`src/rtl/gate_sweep_pkg.sv`:
```
// gate_sweep_pkg: shared state encoding, golden truth tables and mismatch helper
// for the gate sweep sequencer.
package gate_sweep_pkg;

    typedef enum logic [1:0] {IDLE, APPLY, SAMPLE, DONE} state_e;

    localparam int         NUM_VECTORS = 8;
    // x = (A&B)|~C and y = ~C over vectors {C,B,A} = 0..7
    localparam logic [7:0] GOLDEN_X    = 8'h8F;
    localparam logic [7:0] GOLDEN_Y    = 8'h0F;

    function automatic logic mismatch(logic [2:0] v, logic x, logic y);
        return (x != GOLDEN_X[v]) | (y != GOLDEN_Y[v]);
    endfunction

endpackage

```
`src/rtl/gate_sweep_settle_cnt.sv`:
```
// gate_sweep_settle_cnt: loadable settle down-counter; expire flags a count of zero.
module gate_sweep_settle_cnt (
    input  logic       clk,
    input  logic       rst,
    input  logic       load,
    input  logic [3:0] load_val,
    output logic       expire
);

    logic [3:0] cnt_q;

    always_ff @(posedge clk or posedge rst) begin
        if (rst)
            cnt_q <= 4'd0;
        else if (load)
            cnt_q <= load_val;
        else if (cnt_q != 4'd0)
            cnt_q <= cnt_q - 4'd1;
    end

    assign expire = (cnt_q == 4'd0);

endmodule

```
`src/rtl/gate_sweep_sequencer.sv`:
```
// gate_sweep_sequencer: truth-table sweep controller for the 3-input gate datapath.
// Define GATE_SWEEP_GOLDEN_CHECK_EN to enable the golden comparison (pass/err_cnt).
module gate_sweep_sequencer
    import gate_sweep_pkg::*;
#(
    parameter int SETTLE_CYCLES = 2
) (
    input  logic       clk,
    input  logic       rst,
    input  logic       start,
    input  logic       abort,
    output logic [2:0] abc,
    input  logic       x_in,
    input  logic       y_in,
    output logic       busy,
    output logic       done,
    output logic [7:0] x_table,
    output logic [7:0] y_table,
    output logic       pass,
    output logic [3:0] err_cnt
);

`ifdef GATE_SWEEP_GOLDEN_CHECK_EN
    localparam bit CHECK_EN = 1'b1;
`else
    localparam bit CHECK_EN = 1'b0;
`endif

    state_e     state_q;
    logic [2:0] vec_q, abc_q;
    logic       busy_q, done_q, pass_q;
    logic [7:0] x_tab_q, y_tab_q;
    logic [3:0] err_q, err_d;
    logic       expire;

    // Counter reloads whenever we are not settling, so each APPLY starts fresh
    gate_sweep_settle_cnt u_settle (
        .clk     (clk),
        .rst     (rst),
        .load    (state_q != APPLY),
        .load_val(4'(SETTLE_CYCLES - 1)),
        .expire  (expire)
    );

    // At most eight increments per sweep, so the 4-bit count cannot overflow
    assign err_d = err_q + {3'd0, CHECK_EN & mismatch(vec_q, x_in, y_in)};

    always_ff @(posedge clk or posedge rst) begin
        if (rst) begin
            state_q <= IDLE;
            vec_q   <= 3'd0;
            abc_q   <= 3'd0;
            busy_q  <= 1'b0;
            done_q  <= 1'b0;
            pass_q  <= 1'b0;
            x_tab_q <= 8'd0;
            y_tab_q <= 8'd0;
            err_q   <= 4'd0;
        end else begin
            done_q <= 1'b0;
            if (abort && (state_q == APPLY || state_q == SAMPLE)) begin
                state_q <= IDLE;
                busy_q  <= 1'b0;
                pass_q  <= 1'b0;
            end else begin
                case (state_q)
                    IDLE: if (start && !abort) begin
                        state_q <= APPLY;
                        vec_q   <= 3'd0;
                        abc_q   <= 3'd0;
                        busy_q  <= 1'b1;
                        err_q   <= 4'd0;
                        pass_q  <= 1'b0;
                    end
                    APPLY: if (expire) state_q <= SAMPLE;
                    SAMPLE: begin
                        x_tab_q[vec_q] <= x_in;
                        y_tab_q[vec_q] <= y_in;
                        err_q          <= err_d;
                        if (vec_q == 3'(NUM_VECTORS - 1)) begin
                            state_q <= DONE;
                            busy_q  <= 1'b0;
                        end else begin
                            vec_q   <= vec_q + 3'd1;
                            abc_q   <= vec_q + 3'd1;
                            state_q <= APPLY;
                        end
                    end
                    default: begin
                        done_q  <= 1'b1;
                        pass_q  <= CHECK_EN && (err_q == 4'd0);
                        state_q <= IDLE;
                    end
                endcase
            end
        end
    end

    assign abc     = abc_q;
    assign busy    = busy_q;
    assign done    = done_q;
    assign x_table = x_tab_q;
    assign y_table = y_tab_q;
    assign pass    = pass_q;
    assign err_cnt = err_q;

endmodule
```
`config.mk`:
```
export PLATFORM = sky130hd
export DESIGN_NAME = gate_sweep_sequencer
export DESIGN_NICKNAME = d
export VERILOG_FILES = /design/src/rtl/gate_sweep_pkg.sv /design/src/rtl/gate_sweep_settle_cnt.sv /design/src/rtl/gate_sweep_sequencer.sv
export SDC_FILE = /design/constraint.sdc
export NUM_CORES = 1
export LEC_CHECK = 0
export CAP_MARGIN = 25
export CORE_MARGIN = 2
export CORE_UTILIZATION = 35
export DETAILED_ROUTE_END_ITERATION = 10
export PLACE_DENSITY = 0.68
export SYNTH_ARGS = -nofsm -noshare
export SYNTH_HDL_FRONTEND = slang
export SYNTH_SLANG_ARGS = --single-unit
```
`constraint.sdc`:
```
create_clock -name clk -period 2.2 [get_ports clk]
set_input_delay 0.33 -clock clk [delete_from_list [all_inputs] [get_ports clk]]
set_output_delay 0.33 -clock clk [all_outputs]
set_load 0.05 [all_outputs]
```
==> impl_results.html, run 1 <==
<table>
<tr><th>Metric</th><th>Value</th></tr>
<tr><th colspan="2">Status</th></tr>
<tr><td>Run status</td><td>finished, final reports clean</td></tr>
<tr><th colspan="2">Worst setup path</th></tr>
<tr><td>WP data arrival</td><td>2.17 ns</td></tr>
<tr><td>Startpoint-to-endpoint class of the critical path</td><td>reg2reg</td></tr>
<tr><td>CP endpoint kind</td><td>flip-flop</td></tr>
<tr><td>Crit Path Max Fanout</td><td>12</td></tr>
<tr><td>Required time of the critical path</td><td>2.39 ns</td></tr>
<tr><td>Kind of launch point of the worst setup path</td><td>flip-flop</td></tr>
<tr><th colspan="2">Yosys</th></tr>
<tr><td>EDFF count, synth</td><td>0</td></tr>
<tr><td>Asr flop ratio synth</td><td>100%</td></tr>
<tr><td>Dominant synthesized flop cell</td><td>dfrtp_1</td></tr>
<tr><td>Share of Yosys cell area claimed by the top area cell type</td><td>48.4%</td></tr>
<tr><td>Mapped Cells</td><td>120</td></tr>
<tr><td>Synth area leaders</td><td>dfrtp_1 48%, mux2_1 13%, ha_1 7.2%</td></tr>
<tr><td>Mean area per synthesized cell</td><td>11.6 um2</td></tr>
<tr><td>Post-synthesis sequential area ratio</td><td>48.4%</td></tr>
<tr><td>Top cell type by total area after synthesis</td><td>dfrtp_1</td></tr>
<tr><td>Synthesis Warnings</td><td>0</td></tr>
<tr><td>Register bit total from synthesis</td><td>27</td></tr>
<tr><td>Post-synthesis instance area</td><td>0.00140 mm2</td></tr>
<tr><td>Library cells used by synthesis</td><td>35</td></tr>
<tr><th colspan="2">Placement</th></tr>
<tr><td>Routability cong.</td><td>0.756</td></tr>
<tr><td>DP Cell Count</td><td>193</td></tr>
<tr><td>Pre-CTS worst setup slack</td><td>about 0.21 ns</td></tr>
<tr><td>PortBufs</td><td>26</td></tr>
<tr><td>Sum of net half-perimeters after detailed placement</td><td>between 1500 and 2000 um</td></tr>
<tr><th colspan="2">Timing</th></tr>
<tr><td>Tightest Pin Transition</td><td>0.520 ns</td></tr>
<tr><td>Worst-case headroom to the max-slew limit</td><td>65.2%</td></tr>
<tr><td>FMAX</td><td>roughly 500 MHz</td></tr>
<tr><td>Total negative setup slack</td><td>0 ns</td></tr>
<tr><td>Maximum clock skew at final layout</td><td>0.00234 ns</td></tr>
<tr><td>Number of max-slew violations in the final report</td><td>0</td></tr>
<tr><td>Finish-stage setup viols</td><td>0</td></tr>
<tr><td>Hold violation count in the final report</td><td>0</td></tr>
<tr><td>Unrepaired setup endpoints after global routing</td><td>false</td></tr>
<tr><td>Final worst slack</td><td>0.218 ns</td></tr>
<tr><td>Final period util</td><td>90.1%</td></tr>
<tr><td>Min Clock Period, post-route</td><td>~2.0 ns</td></tr>
<tr><th colspan="2">Routing</th></tr>
<tr><td>Post-route ant nets</td><td>0</td></tr>
<tr><td>Average routed wire per standard cell</td><td>12.5 um</td></tr>
<tr><td>DRC violation count after routing</td><td>0</td></tr>
<tr><td>Total via count after detailed routing</td><td>939</td></tr>
<tr><td>Final Routed Wirelength</td><td>2470 um</td></tr>
<tr><td>Drt via density</td><td>~4.8</td></tr>
<tr><td>First-pass DRT Iterations</td><td>4</td></tr>
<tr><td>Number of violations reported at the end of detailed-routing iteration 0</td><td>53</td></tr>
<tr><th colspan="2">Final layout</th></tr>
<tr><td>Area grow syn2layout</td><td>25.0%</td></tr>
<tr><td>Non-filler cells in the finished layout</td><td>197</td></tr>
<tr><td># nets final</td><td>roughly 160</td></tr>
<tr><td>Share of final-layout standard cells stronger than drive strength 1</td><td>6.04%</td></tr>
<tr><td>Antenna cell count</td><td>0</td></tr>
<tr><th colspan="2">Die</th></tr>
<tr><td>Die outline area</td><td>0.00451 mm2</td></tr>
<tr><td>Die span in x</td><td>around 67 um</td></tr>
<tr><td>Site row count</td><td>22</td></tr>
<tr><td>Effective utilization at floorplan</td><td>37.3%</td></tr>
<tr><td>Number of primary I/O pins</td><td>32</td></tr>
<tr><td>Die Span Y</td><td>67.1 um</td></tr>
<tr><td>Core region area</td><td>0.00374 mm2</td></tr>
<tr><th colspan="2">Global route</th></tr>
<tr><td>GRT Residual Overflow</td><td>0</td></tr>
<tr><td>Met3 layer usage reported by global route</td><td>3.00%</td></tr>
<tr><td>Total global routing track utilization</td><td>12.8%</td></tr>
<tr><td>GRT busiest layer</td><td>met2</td></tr>
<tr><td>Fraction of met1 tracks used by global routing</td><td>around 16%</td></tr>
<tr><td>Met2 track demand over resource</td><td>around 22%</td></tr>
<tr><td>Initial antenna violation count</td><td>0</td></tr>
<tr><td>Maximum number of pins on one net before global-route repair</td><td>28</td></tr>
<tr><td>First-pass GRT wire length</td><td>4400 um</td></tr>
<tr><td>Via count of the first global-routing pass</td><td>1,030</td></tr>
<tr><th colspan="2">Clocking</th></tr>
<tr><td>Clock sink count</td><td>27</td></tr>
<tr><td>Clock transition at path regs</td><td>roughly 0.08 ns</td></tr>
<tr><td>Bufs on Longest Clock Path</td><td>2</td></tr>
<tr><td>Number of buffers inserted by hold repair at cts</td><td>0</td></tr>
<tr><td>TritonCTS clock tree</td><td>yes</td></tr>
<tr><td>Latest clock arrival within the worst-skew pair</td><td>0.26 ns</td></tr>
<tr><td>Setup Buffers After CTS</td><td>0</td></tr>
<tr><td>Cell chosen for the clock root</td><td>clkbuf_8</td></tr>
<tr><td>H-Tree Level Count</td><td>1</td></tr>
<tr><td>Number of CTS-inserted buffers</td><td>3</td></tr>
<tr><td>Cts repair resizes</td><td>0</td></tr>
<tr><th colspan="2">Power</th></tr>
<tr><td>Final Total Pwr</td><td>1890 uW</td></tr>
<tr><td>Leakage power</td><td>about 0.00083 uW</td></tr>
<tr><td>Worst IR drop on VDD</td><td>0.683 mV</td></tr>
<tr><td>Power density of the placed cells</td><td>1080 mW/mm2</td></tr>
<tr><th colspan="2">Min path</th></tr>
<tr><td>Type of the worst min-delay path</td><td>in2async</td></tr>
<tr><th colspan="2">Job</th></tr>
<tr><td>Maxcap violations</td><td>0</td></tr>
</table>
through the flow:
step	cell area, um2	hold WS, ns	utilization, %
final	1740	0.423	46.6
after global routing	1740	0.482	46.6
after CTS	1740	0.427	46.6
after floorplan	1410	0.383	-
after detailed placement	1700	0.475	45.4
after global placement	1700	0.473	45.4
worst max-delay path, cell delays in order (launching register included):
cell     delay, ns
dfrtp_1       0.43
inv_1         0.09
ha_1          0.33
and2_0        0.24
o41ai_2       0.43
buf_4         0.20
mux2i_1       0.19
layout by cell type, fill, tap and decap left out, types with 3 or more instances in the layout:
| master | count |
|---|---|
| nor2_1 | 6 |
| nor2b_1 | 3 |
| nand2b_1 | 4 |
| mux2i_1 | 4 |
| dfrtp_1 | 27 |
| clkdlybuf4s50_1 | 26 |
| ha_1 | 8 |
| nand2_1 | 8 |
| conb_1 | 5 |
| mux2_1 | 16 |
| clkbuf_8 | 3 |
| inv_1 | 8 |
| nor3_1 | 3 |
flip-flops by register name, indices dropped and copies added, names as in the netlist:
register,cells
u_settle.cnt_q,4
state_q,2
y_table,8
abc,3
done,1
x_table,8
busy,1
cells by family after synthesis:
logic type | synth area share [%]
mux | 16.9
other cells | 0.269
buf+inv | 5.47
simple gates | 14.7
xor+xnor | 1.26
fa+ha+maj | 7.18
compound gates | 5.83
flops | 48.4
layout make-up:
| class | instances | area [um2] |
|---|---|---|
| Clock buffer | 4 | 45.0 |
| Fill cell | 347 | 2000 |
| Inverter | 8 | 30.0 |
| Multi-Input combinational cell | 82 | 658 |
| Sequential cell | 27 | 676 |
| Tap cell | 48 | 60.1 |
| Timing Repair Buffer | 28 | 275 |
final timing paths:
check / start / slack (ns) / depth (start not counted) / end
hold / removal: rst / 0.42 / 3 / y_table[6]$_DFFE_PP0P_
setup reg to reg: state_q[0]$_DFFE_PP0P_ / 0.22 / 6 / abc[2]$_DFFE_PP0P_
max in group asynchronous: rst / 1.52 / 3 / x_table[4]$_DFFE_PP0P_
min in group clk: x_table[1]$_DFFE_PP0P_ / 0.50 / 1 / x_table[1]$_DFFE_PP0P_
setup / recovery: state_q[0]$_DFFE_PP0P_ / 0.22 / 6 / abc[2]$_DFFE_PP0P_
hold reg to reg: x_table[1]$_DFFE_PP0P_ / 0.50 / 1 / x_table[1]$_DFFE_PP0P_
report_power, final:
group	internal [uW]	leakage, uW	switching (uW)	total (uW)
registers	610	0.000361	90.8	701
logic	357	0.000442	563	919
clock network	129	0.0000228	138	267
layer usage:
| metal | vias to the layer above | part of all wire (%) |
|---|---|---|
| met2 | 23 | 48 |
| met4 | 0 | 0.24 |
| li1 | 458 | - |
| met5 | - | 0 |
| met3 | 2 | 5.2 |
| met1 | 456 | 46 |
cells in the mapped netlist, drive strengths merged, types with 2 or more instances:
cell and count:
dfrtp 27, mux2 17, ha 8, inv 8, nand2 8, buf 6
nor2 6, mux2i 4, nand2b 4, nor2b 4, nor3 3, and2 2
nand3 2, nand3b 2, o21ai 2, xnor2 2
Power figures use the tool's default switching activity.
==> run 2, diff against run 1 <==
CORE_ASPECT_RATIO = 0.5   (was not set)
HOLD_SLACK_MARGIN = 0.06   (was not set)
==> run 2 against run 1 <==
Net effect: power increased by 1.5%; critical path type unchanged; count of clock-buffer cells in the layout decreased by 1; sequential cell count unchanged; register-to-register slack got worse by 0.02 ns.
==> impl_results.html, run 2 (synthesis gave the netlist of run 1 again) <==
<table>
<tr><th>Metric</th><th>Value</th></tr>
<tr><th colspan="2">Timing</th></tr>
<tr><td>Worst-case headroom to the max-slew limit</td><td>65.9% (+0.65 points)</td></tr>
<tr><td>Tightest Pin Transition</td><td>0.507 ns (-0.0137 ns)</td></tr>
<tr><td>Total negative setup slack</td><td>0 ns (unchanged)</td></tr>
<tr><td>Finish-stage setup viols</td><td>0 (unchanged)</td></tr>
<tr><td>FMAX</td><td>499 MHz (-1.1%)</td></tr>
<tr><td>Unrepaired setup endpoints after global routing</td><td>false</td></tr>
<tr><td>Hold violation count in the final report</td><td>0 (unchanged)</td></tr>
<tr><td>Number of max-slew violations in the final report</td><td>0 (unchanged)</td></tr>
<tr><td>Final period util</td><td>91.0% (+0.96 points)</td></tr>
<tr><td>Maximum clock skew at final layout</td><td>0.00786 ns (+0.00552 ns)</td></tr>
<tr><td>Min Clock Period, post-route</td><td>2.00 ns (+0.0212 ns)</td></tr>
<tr><th colspan="2">Final layout</th></tr>
<tr><td>Most used cells in the layout excluding fill and tap cells</td><td>27 x dfrtp_1, 26 x clkdlybuf4s50_1, 16 x mux2_1</td></tr>
<tr><td>Share of final-layout standard cells stronger than drive strength 1</td><td>7.95% (+1.9 points)</td></tr>
<tr><td>Area grow syn2layout</td><td>26.9%</td></tr>
<tr><td># nets final</td><td>166 (+1.2%)</td></tr>
<tr><td>Cell area after layout</td><td>0.00177 mm2 (+1.5%)</td></tr>
<tr><td>Antenna cell count</td><td>0 (unchanged)</td></tr>
<tr><td>Leading cell type in the layout, fill and taps excluded</td><td>dfrtp_1</td></tr>
<tr><td>Non-filler cells in the finished layout</td><td>205 (+4.1%)</td></tr>
<tr><th colspan="2">Clocking</th></tr>
<tr><td>Setup Buffers After CTS</td><td>0 (unchanged)</td></tr>
<tr><td>Number of buffers inserted by hold repair at cts</td><td>0 (unchanged)</td></tr>
<tr><td>Clock sink count</td><td>27 (unchanged)</td></tr>
<tr><td>Cell chosen for the clock root</td><td>clkbuf_8</td></tr>
<tr><td>Bufs on Longest Clock Path</td><td>2 (unchanged)</td></tr>
<tr><td>Latest clock arrival within the worst-skew pair</td><td>0.28 ns (+0.02 ns)</td></tr>
<tr><td>Clock transition at path regs</td><td>0.10 ns (+0.02 ns)</td></tr>
<tr><td>H-Tree Level Count</td><td>1 (unchanged)</td></tr>
<tr><td>Cts repair resizes</td><td>0 (unchanged)</td></tr>
<tr><td>TritonCTS clock tree</td><td>yes</td></tr>
<tr><td>Number of CTS-inserted buffers</td><td>3 (unchanged)</td></tr>
<tr><th colspan="2">Job</th></tr>
<tr><td>Maxcap violations</td><td>0 (unchanged)</td></tr>
<tr><th colspan="2">Die</th></tr>
<tr><td>Effective utilization at floorplan</td><td>36.1% (-1.2 points)</td></tr>
<tr><td>Die Span Y</td><td>48.6 um (-28%)</td></tr>
<tr><td>Number of primary I/O pins</td><td>32 (unchanged)</td></tr>
<tr><td>Site row count</td><td>16 (-27%)</td></tr>
<tr><td>Die span in x</td><td>93.3 um (+39%)</td></tr>
<tr><td>Die outline area</td><td>0.00454 mm2 (+0.68%)</td></tr>
<tr><td>Core region area</td><td>0.00386 mm2 (+3.2%)</td></tr>
<tr><th colspan="2">Routing</th></tr>
<tr><td>First-pass DRT Iterations</td><td>4 (unchanged)</td></tr>
<tr><td>Average routed wire per standard cell</td><td>11.8 um (-5.5%)</td></tr>
<tr><td>Total via count after detailed routing</td><td>951 (+1.3%)</td></tr>
<tr><td>Final Routed Wirelength</td><td>2430 um (-1.7%)</td></tr>
<tr><td>Post-route ant nets</td><td>0 (unchanged)</td></tr>
<tr><td>Drt via density</td><td>4.64 (-2.7%)</td></tr>
<tr><td>DRC violation count after routing</td><td>0 (unchanged)</td></tr>
<tr><td>Number of violations reported at the end of detailed-routing iteration 0</td><td>29 (-45%)</td></tr>
<tr><th colspan="2">Worst setup path</th></tr>
<tr><td>Kind of launch point of the worst setup path</td><td>flip-flop</td></tr>
<tr><td>Startpoint-to-endpoint class of the critical path</td><td>reg2reg</td></tr>
<tr><td>Required time of the critical path</td><td>2.37 ns (-0.02 ns)</td></tr>
<tr><td>WP data arrival</td><td>2.18 ns (about the same)</td></tr>
<tr><td>Crit Path Max Fanout</td><td>7 (-5)</td></tr>
<tr><td>CP endpoint kind</td><td>flip-flop</td></tr>
<tr><th colspan="2">Global route</th></tr>
<tr><td>Via count of the first global-routing pass</td><td>1,023 (-0.68%)</td></tr>
<tr><td>Initial antenna violation count</td><td>0 (unchanged)</td></tr>
<tr><td>First-pass GRT wire length</td><td>4460 um (+1.4%)</td></tr>
<tr><td>Total global routing track utilization</td><td>12.3% (-0.47 points)</td></tr>
<tr><td>Maximum number of pins on one net before global-route repair</td><td>28 (unchanged)</td></tr>
<tr><td>GRT Residual Overflow</td><td>0 (unchanged)</td></tr>
<tr><th colspan="2">Placement</th></tr>
<tr><td>Routability cong.</td><td>0.741 (-2.0%)</td></tr>
<tr><td>Placement-stage cell area</td><td>0.00172 mm2 (+1.3%)</td></tr>
<tr><td>Sum of net half-perimeters after detailed placement</td><td>1860 um (-1.7%)</td></tr>
<tr><td>PortBufs</td><td>26 (unchanged)</td></tr>
<tr><td>DP Cell Count</td><td>201 (+4.1%)</td></tr>
<tr><th colspan="2">Status</th></tr>
<tr><td>Run status</td><td>finished, final reports clean</td></tr>
<tr><th colspan="2">Power</th></tr>
<tr><td>Leakage power</td><td>0.000836 uW (+1.2%)</td></tr>
<tr><td>Worst IR drop on VDD</td><td>0.602 mV (-12%)</td></tr>
<tr><td>Power density of the placed cells</td><td>1080 mW/mm2 (about the same)</td></tr>
<tr><th colspan="2">Min path</th></tr>
<tr><td>Type of the worst min-delay path</td><td>in2async</td></tr>
</table>
run 2: cell types whose count changed in the layout (fill, tap and decap cells not counted), sizes merged:
cell      change
buf           +2
clkbuf        -1
clkinvlp      +1
run 2: per-stage QoR:
step,hold WS (ns),setup slack [ns],util (%),power (uW)
CTS,0.412,0.183,45.8,1940
floorplan,0.383,0.0334,-,1370
finish,0.404,0.197,45.8,1910
global placement,0.469,0.211,44.6,1640
detailed placement,0.474,0.188,44.6,1650
global route,0.451,0.0670,45.8,2040
run 2: per-layer routing:
layer / up-vias / track usage [%] / share of wire [%]
li1: 460 / - / -
met1: 474 / 14.7 / 47
met2: 17 / 21.8 / 49
met3: 0 / 3.27 / 3.7
met4: 0 / 3.68 / 0
met5: - / 0 / 0
run 2: final timing paths:
| kind | start | end | slack (ns) | depth (start not counted) |
|---|---|---|---|---|
| max in group asynchronous | rst | y_table[6]$_DFFE_PP0P_ | 1.54 | 3 |
| worst max-delay path | abc[1]$_DFFE_PP0P_ | abc[0]$_DFFE_PP0P_ | 0.20 | 5 |
| worst min register to register | x_table[6]$_DFFE_PP0P_ | x_table[6]$_DFFE_PP0P_ | 0.49 | 1 |
| worst min-delay path | rst | x_table[6]$_DFFE_PP0P_ | 0.40 | 3 |
| worst max register to register | abc[1]$_DFFE_PP0P_ | abc[0]$_DFFE_PP0P_ | 0.20 | 5 |
| min in group clk | x_table[6]$_DFFE_PP0P_ | x_table[6]$_DFFE_PP0P_ | 0.49 | 1 |
run 2: layout make-up:
cell class,count,area [um2]
Inverter,8,30.0
Timing Repair Buffer,30,290
Clock inverter,1,7.51
Multi-Input combinational cell,82,658
Sequential cell,27,676
Fill cell,356,2090
Tap cell,54,67.6
Clock buffer,3,41.3
run 2: critical path, stage by stage (launching register included):
cell and delay [ns]:
dfrtp_1 0.45, ha_1 0.21, ha_1 0.19, and2_0 0.16, o41ai_2 0.53, mux2_4 0.34
run 2: power by group:
group          switching, uW  internal, uW
Clock                    160           129
Sequential              73.7           610
Combinational            571           371
Total                    805          1110
